## src/rtl/decoupled_vr_rr_arbiter_pkg.sv

```systemverilog
// Shared types and helpers for the decoupled ready/valid round-robin arbiter.
package decoupled_arb_pkg;

   typedef enum logic {
      ARB_IDLE   = 1'b0,
      ARB_LOCKED = 1'b1
   } arb_state_e;

   localparam int unsigned NumReqDefault    = 32'd4;
   localparam int unsigned DataWidthDefault = 32'd8;

   // Wrap-around increment of a requester index within [0, n).
   function automatic int unsigned rr_next(input int unsigned idx, input int unsigned n);
      if (idx + 32'd1 >= n) begin
         return 32'd0;
      end else begin
         return idx + 32'd1;
      end
   endfunction

endpackage

```

## src/rtl/decoupled_vr_rr_arbiter_picker.sv

```systemverilog
// Circular find-first: lowest request index at or after ptr, wrapping to 0.
module rr_priority_picker #(
   parameter  int unsigned N = 32'd4,
   localparam int unsigned W = $clog2(N)
) (
   input  logic [N-1:0] req,
   input  logic [W-1:0] ptr,
   output logic         gnt_valid,
   output logic [W-1:0] gnt_idx
);

   logic [W-1:0] cand_s;

   // Scan farthest-first so the candidate closest to ptr is written last and wins.
   always_comb begin
      gnt_valid = 1'b0;
      gnt_idx   = '0;
      cand_s    = '0;
      for (int k = N - 1; k >= 0; k--) begin
         cand_s = W'((32'(ptr) + 32'(k)) % N);
         if (req[cand_s]) begin
            gnt_valid = 1'b1;
            gnt_idx   = cand_s;
         end else begin
            gnt_valid = gnt_valid;
            gnt_idx   = gnt_idx;
         end
      end
   end

endmodule

```

## src/rtl/decoupled_vr_rr_arbiter.sv

```systemverilog
// Round-robin merge of NumReq ready/valid packet streams into one registered,
// source-tagged output channel; a packet keeps its grant until its last beat.
module decoupled_vr_rr_arbiter
   import decoupled_arb_pkg::*;
#(
   parameter  int unsigned NumReq    = NumReqDefault,
   parameter  int unsigned DataWidth = DataWidthDefault,
   localparam int unsigned IdWidth   = $clog2(NumReq)
) (
   input  logic                        clk,
   input  logic                        rst_n,
   input  logic [NumReq-1:0]           in_valid,
   output logic [NumReq-1:0]           in_ready,
   input  logic [NumReq*DataWidth-1:0] in_data,
   input  logic [NumReq-1:0]           in_last,
   output logic                        out_valid,
   input  logic                        out_ready,
   output logic [DataWidth-1:0]        out_data,
   output logic                        out_last,
   output logic [IdWidth-1:0]          out_id
);

   arb_state_e           state_q, state_d;
   logic [IdWidth-1:0]   ptr_q, ptr_d;
   logic [IdWidth-1:0]   owner_q, owner_d;
   logic                 out_valid_q, out_valid_d;
   logic [DataWidth-1:0] out_data_q, out_data_d;
   logic                 out_last_q, out_last_d;
   logic [IdWidth-1:0]   out_id_q, out_id_d;

   logic                 pick_valid_s;
   logic [IdWidth-1:0]   pick_idx_s;
   logic                 grant_valid_s;
   logic [IdWidth-1:0]   grant_idx_s;
   logic                 can_accept_s;
   logic                 accept_s;
   logic                 grant_last_s;

   rr_priority_picker #(.N(NumReq)) u_picker (
      .req       (in_valid),
      .ptr       (ptr_q),
      .gnt_valid (pick_valid_s),
      .gnt_idx   (pick_idx_s)
   );

   // Arbitration state register.
   always_ff @(posedge clk or negedge rst_n) begin
      if (!rst_n) begin
         state_q <= ARB_IDLE;
         ptr_q   <= '0;
         owner_q <= '0;
      end else begin
         state_q <= state_d;
         ptr_q   <= ptr_d;
         owner_q <= owner_d;
      end
   end

   // Next state: lock on a non-final beat, release and rotate past the sender on the final one.
   always_comb begin
      state_d = state_q;
      ptr_d   = ptr_q;
      owner_d = owner_q;
      if (accept_s) begin
         if (grant_last_s) begin
            state_d = ARB_IDLE;
            ptr_d   = IdWidth'(rr_next(32'(grant_idx_s), NumReq));
         end else begin
            state_d = ARB_LOCKED;
            owner_d = grant_idx_s;
         end
      end else begin
         state_d = state_q;
      end
   end

   // Grant selection; deliberately independent of out_ready.
   always_comb begin
      grant_valid_s = 1'b0;
      grant_idx_s   = '0;
      case (state_q)
         ARB_IDLE: begin
            grant_valid_s = pick_valid_s;
            grant_idx_s   = pick_idx_s;
         end
         ARB_LOCKED: begin
            grant_valid_s = 1'b1;
            grant_idx_s   = owner_q;
         end
         default: begin
            grant_valid_s = 1'b0;
            grant_idx_s   = '0;
         end
      endcase
   end

   // Handshake toward the requesters; rst_n gates ready so nothing is offered during reset.
   always_comb begin
      can_accept_s = !out_valid_q || out_ready;
      in_ready     = '0;
      if (rst_n && can_accept_s && grant_valid_s) begin
         in_ready[grant_idx_s] = 1'b1;
      end else begin
         in_ready = '0;
      end
      accept_s     = in_valid[grant_idx_s] && in_ready[grant_idx_s];
      grant_last_s = in_last[grant_idx_s];
   end

   // Output stage load/drain; a simultaneous drain and load keeps out_valid high.
   always_comb begin
      out_valid_d = out_valid_q;
      out_data_d  = out_data_q;
      out_last_d  = out_last_q;
      out_id_d    = out_id_q;
      if (accept_s) begin
         out_valid_d = 1'b1;
         out_data_d  = in_data[32'(grant_idx_s) * DataWidth +: DataWidth];
         out_last_d  = grant_last_s;
         out_id_d    = grant_idx_s;
      end else if (out_ready) begin
         out_valid_d = 1'b0;
      end else begin
         out_valid_d = out_valid_q;
      end
   end

   // Output register.
   always_ff @(posedge clk or negedge rst_n) begin
      if (!rst_n) begin
         out_valid_q <= 1'b0;
         out_data_q  <= '0;
         out_last_q  <= 1'b0;
         out_id_q    <= '0;
      end else begin
         out_valid_q <= out_valid_d;
         out_data_q  <= out_data_d;
         out_last_q  <= out_last_d;
         out_id_q    <= out_id_d;
      end
   end

   assign out_valid = out_valid_q;
   assign out_data  = out_data_q;
   assign out_last  = out_last_q;
   assign out_id    = out_id_q;

endmodule

```

## config.mk

```make
export PLATFORM = sky130hd
export DESIGN_NAME = decoupled_vr_rr_arbiter
export DESIGN_NICKNAME = d
export VERILOG_FILES = /design/src/rtl/decoupled_vr_rr_arbiter_pkg.sv /design/src/rtl/decoupled_vr_rr_arbiter_picker.sv /design/src/rtl/decoupled_vr_rr_arbiter.sv
export SDC_FILE = /design/constraint.sdc
export NUM_CORES = 1
export LEC_CHECK = 0
export CAP_MARGIN = 20
export CORE_MARGIN = 2
export CORE_UTILIZATION = 35
export CTS_CLUSTER_SIZE = 10
export DETAILED_ROUTE_END_ITERATION = 8
export PLACE_DENSITY = 0.71
export SLEW_MARGIN = 10
export SYNTH_ARGS = -nofsm -noshare
export SYNTH_HDL_FRONTEND = slang
export SYNTH_HIERARCHICAL = 1
export SYNTH_SLANG_ARGS = --single-unit
```

## constraint.sdc

```tcl
create_clock -name clk -period 7.9 [get_ports clk]
set_input_delay 2.37 -clock clk [delete_from_list [all_inputs] [get_ports clk]]
set_output_delay 2.37 -clock clk [all_outputs]
set_load 0.1 [all_outputs]
```

# After elaboration in Yosys (flattened, before gate mapping)
# Index checks and enable logic that the tools add are counted.
dict set report op_classes {
  addsub 4
  magnitude_cmp 7
  shift 1
  muxes 31
  bitwise_logic 2
  n_reduce_logical 9
}
# operator n
set op_table {}
lappend op_table {{32-bit by 6-bit indexed part select with 8-bit output} 1}
lappend op_table {{2-bit by 3-bit less-than comparator with 1-bit output, second input constant} 5}
lappend op_table {{1-bit two-way mux} 15}
lappend op_table {{1-bit binary-select mux with 2-bit select} 7}
lappend op_table {{2-bit two-way mux} 5}
lappend op_table {{2-bit adder, second input constant} 2}
lappend op_table {{1-bit logical AND} 4}
lappend op_table {{4-bit two-way mux} 1}
lappend op_table {{2-bit one-hot mux with 2 select lines} 1}
lappend op_table {{2-bit AND reduction} 2}
lappend op_table {{2-bit by 1-bit adder with 3-bit output, second input constant} 1}
lappend op_table {{3-bit >= comparator, second input constant} 1}
lappend op_table {{2-bit by 1-bit adder with 2-bit output, second input constant} 1}
lappend op_table {{1-bit demux with 2-bit select} 1}
lappend op_table {{2-bit by 1-bit >= comparator with 1-bit output, second input constant} 1}
lappend op_table {{1-bit inverter} 2}
lappend op_table {{1-bit one-hot mux with 2 select lines} 1}
lappend op_table {{2-bit nonzero test} 1}
lappend op_table {{1-bit logical NOT} 1}
lappend op_table {{1-bit logical OR} 1}
dict set report totals {
  regBits 17
  in_bits 43
  wordCells 61
}

# Logic depth before layout (Yosys ltp)
dict set report logic_depth {
  depth_word 17
  depth_mapped 14
  depth_no_buf 11
}

# Cells and area by module
# Netlist, hierarchy kept.
# module instances cells_per_inst area_per_inst_um2 seq_area_each_um2
set by_module_without_submodules {}
lappend by_module_without_submodules {decoupled_vr_rr_arbiter 1 138 1138.6 425.4}
lappend by_module_without_submodules {rr_priority_picker 1 13 77.6 0.0}

# Least setup slack after synthesis
# No wires, ideal clock.
dict set report synth_timing {
  path_type {in2out}
  start {in in_valid[3]}
  end {out in_ready[0]}
  t_arrival_ns 4.315
  t_required_ns 5.530
  setup_slack_ns 1.215
  stages 8
  n_path_buf 2
  cell_sequence {nand2b_1 a211oi_1 nor2_1 mux2i_1 buf_6 clkbuf_1 ha_1 and2_1}
}
dict set report synth_between {
  elab_chain_len 12
  elab_cells_between_ends 25
  classes_between {order compare: 2; mux: 21; reduce/logical: 2}
}
# element line
set synth_rtl {}
lappend synth_rtl {{start, declared} decoupled_vr_rr_arbiter.sv:12} ;# input logic [NumReq-1:0] in_valid,
lappend synth_rtl {{1-bit binary-select mux with 2-bit select} decoupled_vr_rr_arbiter_picker.sv:21} ;# if (req[cand_s]) begin
lappend synth_rtl {{1-bit two-way mux (not written as such)} decoupled_vr_rr_arbiter_picker.sv:21}
lappend synth_rtl {{2-bit two-way mux (3 in series)} decoupled_vr_rr_arbiter_picker.sv:21}
lappend synth_rtl {{2-bit two-way mux (*)} decoupled_vr_rr_arbiter_picker.sv:21}
lappend synth_rtl {{net pick_idx_s[1]} decoupled_vr_rr_arbiter.sv:32} ;# logic [IdWidth-1:0] pick_idx_s;
lappend synth_rtl {{2-bit one-hot mux with 2 select lines (*)} decoupled_vr_rr_arbiter.sv:81} ;# case (state_q)
lappend synth_rtl {{2-bit by 3-bit less-than comparator with 1-bit output (not written as such) or 2-bit by 1-bit >= comparator with 1-bit output (tied branches)} decoupled_vr_rr_arbiter.sv:102} ;# in_ready[grant_idx_s] = 1'b1;
lappend synth_rtl {{1-bit logical AND (not written as such)} decoupled_vr_rr_arbiter.sv:102}
lappend synth_rtl {{1-bit two-way mux (not written as such)} decoupled_vr_rr_arbiter.sv:102}
lappend synth_rtl {{1-bit demux with 2-bit select (*)} decoupled_vr_rr_arbiter.sv:102}
lappend synth_rtl {{4-bit two-way mux (*)} decoupled_vr_rr_arbiter.sv:101} ;# if (rst_n && can_accept_s && grant_valid_s) begin
lappend synth_rtl {{end, declared} decoupled_vr_rr_arbiter.sv:13} ;# output logic [NumReq-1:0] in_ready,
# Mark *: on every way through the listed nets, which the timed path passes. The rest lies on a longest branch. The select of a mux whose other input is x is not followed.

# Worst setup path in the final report
dict set report layout_timing {
  start {in in_valid[3]}
  end {out in_ready[2]}
}
dict set report layout_between {
  elab_chain_len 12
  elab_cells_between_ends 25
  classes_between {order compare: 2; mux: 21; reduce/logical: 2}
}
# element line
set layout_rtl {}
lappend layout_rtl {{1-bit binary-select mux with 2-bit select} decoupled_vr_rr_arbiter_picker.sv:21}
lappend layout_rtl {{1-bit two-way mux (not written as such)} decoupled_vr_rr_arbiter_picker.sv:21}
lappend layout_rtl {{2-bit two-way mux (3 in series)} decoupled_vr_rr_arbiter_picker.sv:21}
lappend layout_rtl {{2-bit two-way mux (*)} decoupled_vr_rr_arbiter_picker.sv:21}
lappend layout_rtl {{net pick_idx_s[1]} decoupled_vr_rr_arbiter.sv:32}
lappend layout_rtl {{2-bit one-hot mux with 2 select lines (*)} decoupled_vr_rr_arbiter.sv:81}
lappend layout_rtl {{net grant_idx_s[1]} decoupled_vr_rr_arbiter.sv:34} ;# logic [IdWidth-1:0] grant_idx_s;
lappend layout_rtl {{2-bit by 3-bit less-than comparator with 1-bit output (not written as such) or 2-bit by 1-bit >= comparator with 1-bit output (tied branches)} decoupled_vr_rr_arbiter.sv:102}
lappend layout_rtl {{1-bit logical AND (not written as such)} decoupled_vr_rr_arbiter.sv:102}
lappend layout_rtl {{1-bit two-way mux (not written as such)} decoupled_vr_rr_arbiter.sv:102}
lappend layout_rtl {{1-bit demux with 2-bit select (*)} decoupled_vr_rr_arbiter.sv:102}
lappend layout_rtl {{4-bit two-way mux (*)} decoupled_vr_rr_arbiter.sv:101}
# Marks and branches as above.

==> results.toml <==
[run_status]
outcome = "complete, no violations"

[sta]
grt_setup_unrepaired = "no"
setup_tns_ns = 0
slew_headroom_pct = 33.6
clock-skew-final_ns = 0.00245
tightest_slew_ns = 0.993
finalCriticalPeriod_ns = 7.09
setup_viol = 0
slew_violations = 0
fin_crit_sh_pct = 89.7
hold_violations = 0
fmax_ghz = 0.141

[clocking]
cts_hold_buf = 0
cts-root-buf = "clkbuf_4"
cts_resized = 0
cts_tree = "done"
post_cts_buffers = 0
clock_path_buffers = 2
cts_buffers = 3
clkSlewWorstSetupHoldPaths_ns = 0.10
clock_sinks = 17
cts_max_level = 1
clock_latency_ns = 0.29

[grt]
met3_usage_pct = 1.80
met1_usage_pct = 17.1
antenna_found_initial = 0
gr-max-usage-layer = "met2"
grtUsageMet2_pct = 30.9
grt-ovfl-total = 0
grt_pass1_wl_um = 5120
grt_pass1_vias = 1224
grt_usage_pct = 15.9
grt_start_max_net_pins = 25

[die]
start_util_pct = 36.4
rows = 21
die_w_um = 62.9
die_y_um = 62.9
core-area_um2 = 3340
pin_count = 59
die_area_um2 = 3960

[routing]
ant_nets = 0
first_pass_iters = 5
routed_wl_um = 3060
drt_iter0_markers = 30
wl_per_cell_um = 12.1
drcViolationCount = 0
route.vias.total = 1217
via_per_inst = 4.79

[setup_path]
worstPathMaxFanout = 12
r2r_end = "ptr_q[1]"
setup.worst_path.start = "in_valid[3]"
cp.arrival_ns = 4.72
reg2reg_from = "ptr_q[1]"
cp_data_required_time_ns = 5.53
r2r_slack_ns = 4.32
end_kind = "output port"
crit_path_start_kind = "primary input"
critical_path_class = "in2out"
r2r_cells = 11

[synth]
yosysUniqueCellTypes = 31
synth_area_leader_cell = "dfrtp_1"
ys_ff_latch = 17
ys.flop_type = "dfrtp_1"
synth-edff-count = 0
netlist_area_um2 = 1220
synthArstFlopShare_pct = 100
syn_nets = 198
ys_warn_count = 6
synth_cells = 151
yosysSeqAreaShare_pct = 35.0
netlist_top_cells_area = "dfrtp_1, nand2_1, o21ai_0, mux2i_1, ha_1"
syn_avg_cell_area_um2 = 8.05
synth_top_area_share_pct = 35.0

[power_and_ir_drop]
power_density_nw_per_um2 = 435
power.static_leakage_nw = 0.858
max-vdd-ir-drop_mv = 0.232

[final_layout]
area_growth_syn_to_layout_pct = 52.3
nets = 256
drive_above_1_share_pct = 10.6
final_util_pct = 55.5
num_antenna_cells = 0

[job]
maxCapViolations = 0

[placement]
port_buffers = 58
place.gp.congestion = 0.786
dp_hpwl_um = 2400

[worst_hold_path]
worstHoldPathCells = 2
min_from = "out_data[5]"
min_to = "out_data[5]"
hold_class = "reg2reg"
[registers in the layout, indices dropped and copies added, names as in the netlist]
signal,flops
out_data,8
state_q,1
out_id,2
owner_q,2
ptr_q,2
out_last,1
out_valid,1
[final cells by class]
class	count	area (µm²)
clock buffers	3	22.5
clock inverters	1	5.00
fillers	332	1490
inverters	4	17.5
multi-input cells	123	738
flip-flops and latches	17	425
well taps	46	57.6
repair buffers	60	586
[critical path: stages]
cell	delay [ns]
clkdlybuf4s50_1	0.48
nand2b_1	0.18
a211oi_1	0.26
nor2_1	0.09
mux2i_2	0.49
inv_1	0.22
ha_1	0.25
and2_1	0.13
buf_4	0.22
[how the worst max path moves through the flow]
stage	end	slack (ns)
final	in_ready[2]	0.81
after global routing	in_ready[2]	0.64
after CTS	in_ready[2]	0.80
after detailed placement	in_ready[2]	0.80
after global placement	in_ready[2]	0.89
after floorplan	in_ready[0]	1.22
[layout by cell type, fill, tap and decap left out]
master / instances
a211oi_1: 1
a211oi_2: 1
a21boi_1: 1
a21oi_1: 1
a22o_1: 1
a22oi_2: 1
and2_1: 4
buf_4: 6
clkbuf_4: 3
clkdlybuf4s50_1: 54
clkinv_2: 1
dfrtp_1: 17
ha_1: 4
inv_1: 3
inv_4: 1
mux2_1: 2
mux2_4: 3
mux2i_1: 5
mux2i_2: 2
mux2i_4: 1
nand2_1: 57
nand2b_1: 3
nand2b_4: 1
nand3_1: 8
nor2_1: 6
nor2b_1: 1
nor3_1: 1
nor3b_1: 1
nor4_2: 1
nor4_4: 1
o21ai_0: 15
o21ai_1: 1
[layer usage]
layer | up-vias | share of wire (%) | wire length, µm
li1 | 615 | - | -
met1 | 561 | 42 | 1280
met2 | 39 | 52 | 1600
met3 | 2 | 5.0 | 154
met4 | 0 | 0.91 | 28
met5 | - | 0 | 0
[kinds of logic (layout without fill, tap and decap cells)]
| logic type | count (synthesis) | count (layout) | synth area share (%) |
|---|---|---|---|
| AOI/OAI and AO/OA | 22 | 22 | 11.0 |
| adders and majority gates | 4 | 4 | 4.12 |
| DFF | 17 | 17 | 35.0 |
| and+or+nand+nor | 84 | 84 | 31.8 |
| muxes | 13 | 13 | 13.5 |
| buffers and inverters | 11 | 68 | 4.63 |
[synth_stat cells, types with 2 or more instances]
cell type / count
and2_1: 4
buf_2: 4
clkbuf_1: 2
dfrtp_1: 17
ha_1: 4
inv_1: 3
mux2_1: 2
mux2_4: 3
mux2i_1: 6
nand2_1: 57
nand2b_1: 3
nand3_1: 8
nor2_1: 6
o21ai_0: 15
[power by group]
group	internal, mW	leakage [nW]	switching, mW
clock network	0.0188	0.0177	0.0288
registers	0.126	0.213	0.0309
logic	0.182	0.627	0.419
total	0.327	0.858	0.479
[stage by stage]
step	setup slack, ns	power, mW	cell area [µm²]	cells	hold WS, ns
2_1_floorplan	1.22	0.632	1220	151	0.458
3_3_place_gp	0.886	0.752	1820	250	0.461
3_5_place_dp	0.798	0.766	1820	250	0.482
4_1_cts	0.796	0.816	1850	254	0.505
5_1_grt	0.644	0.857	1850	254	0.527
6_report	0.815	0.806	1850	254	0.500
No activity file was read; power rests on OpenSTA's default activity.
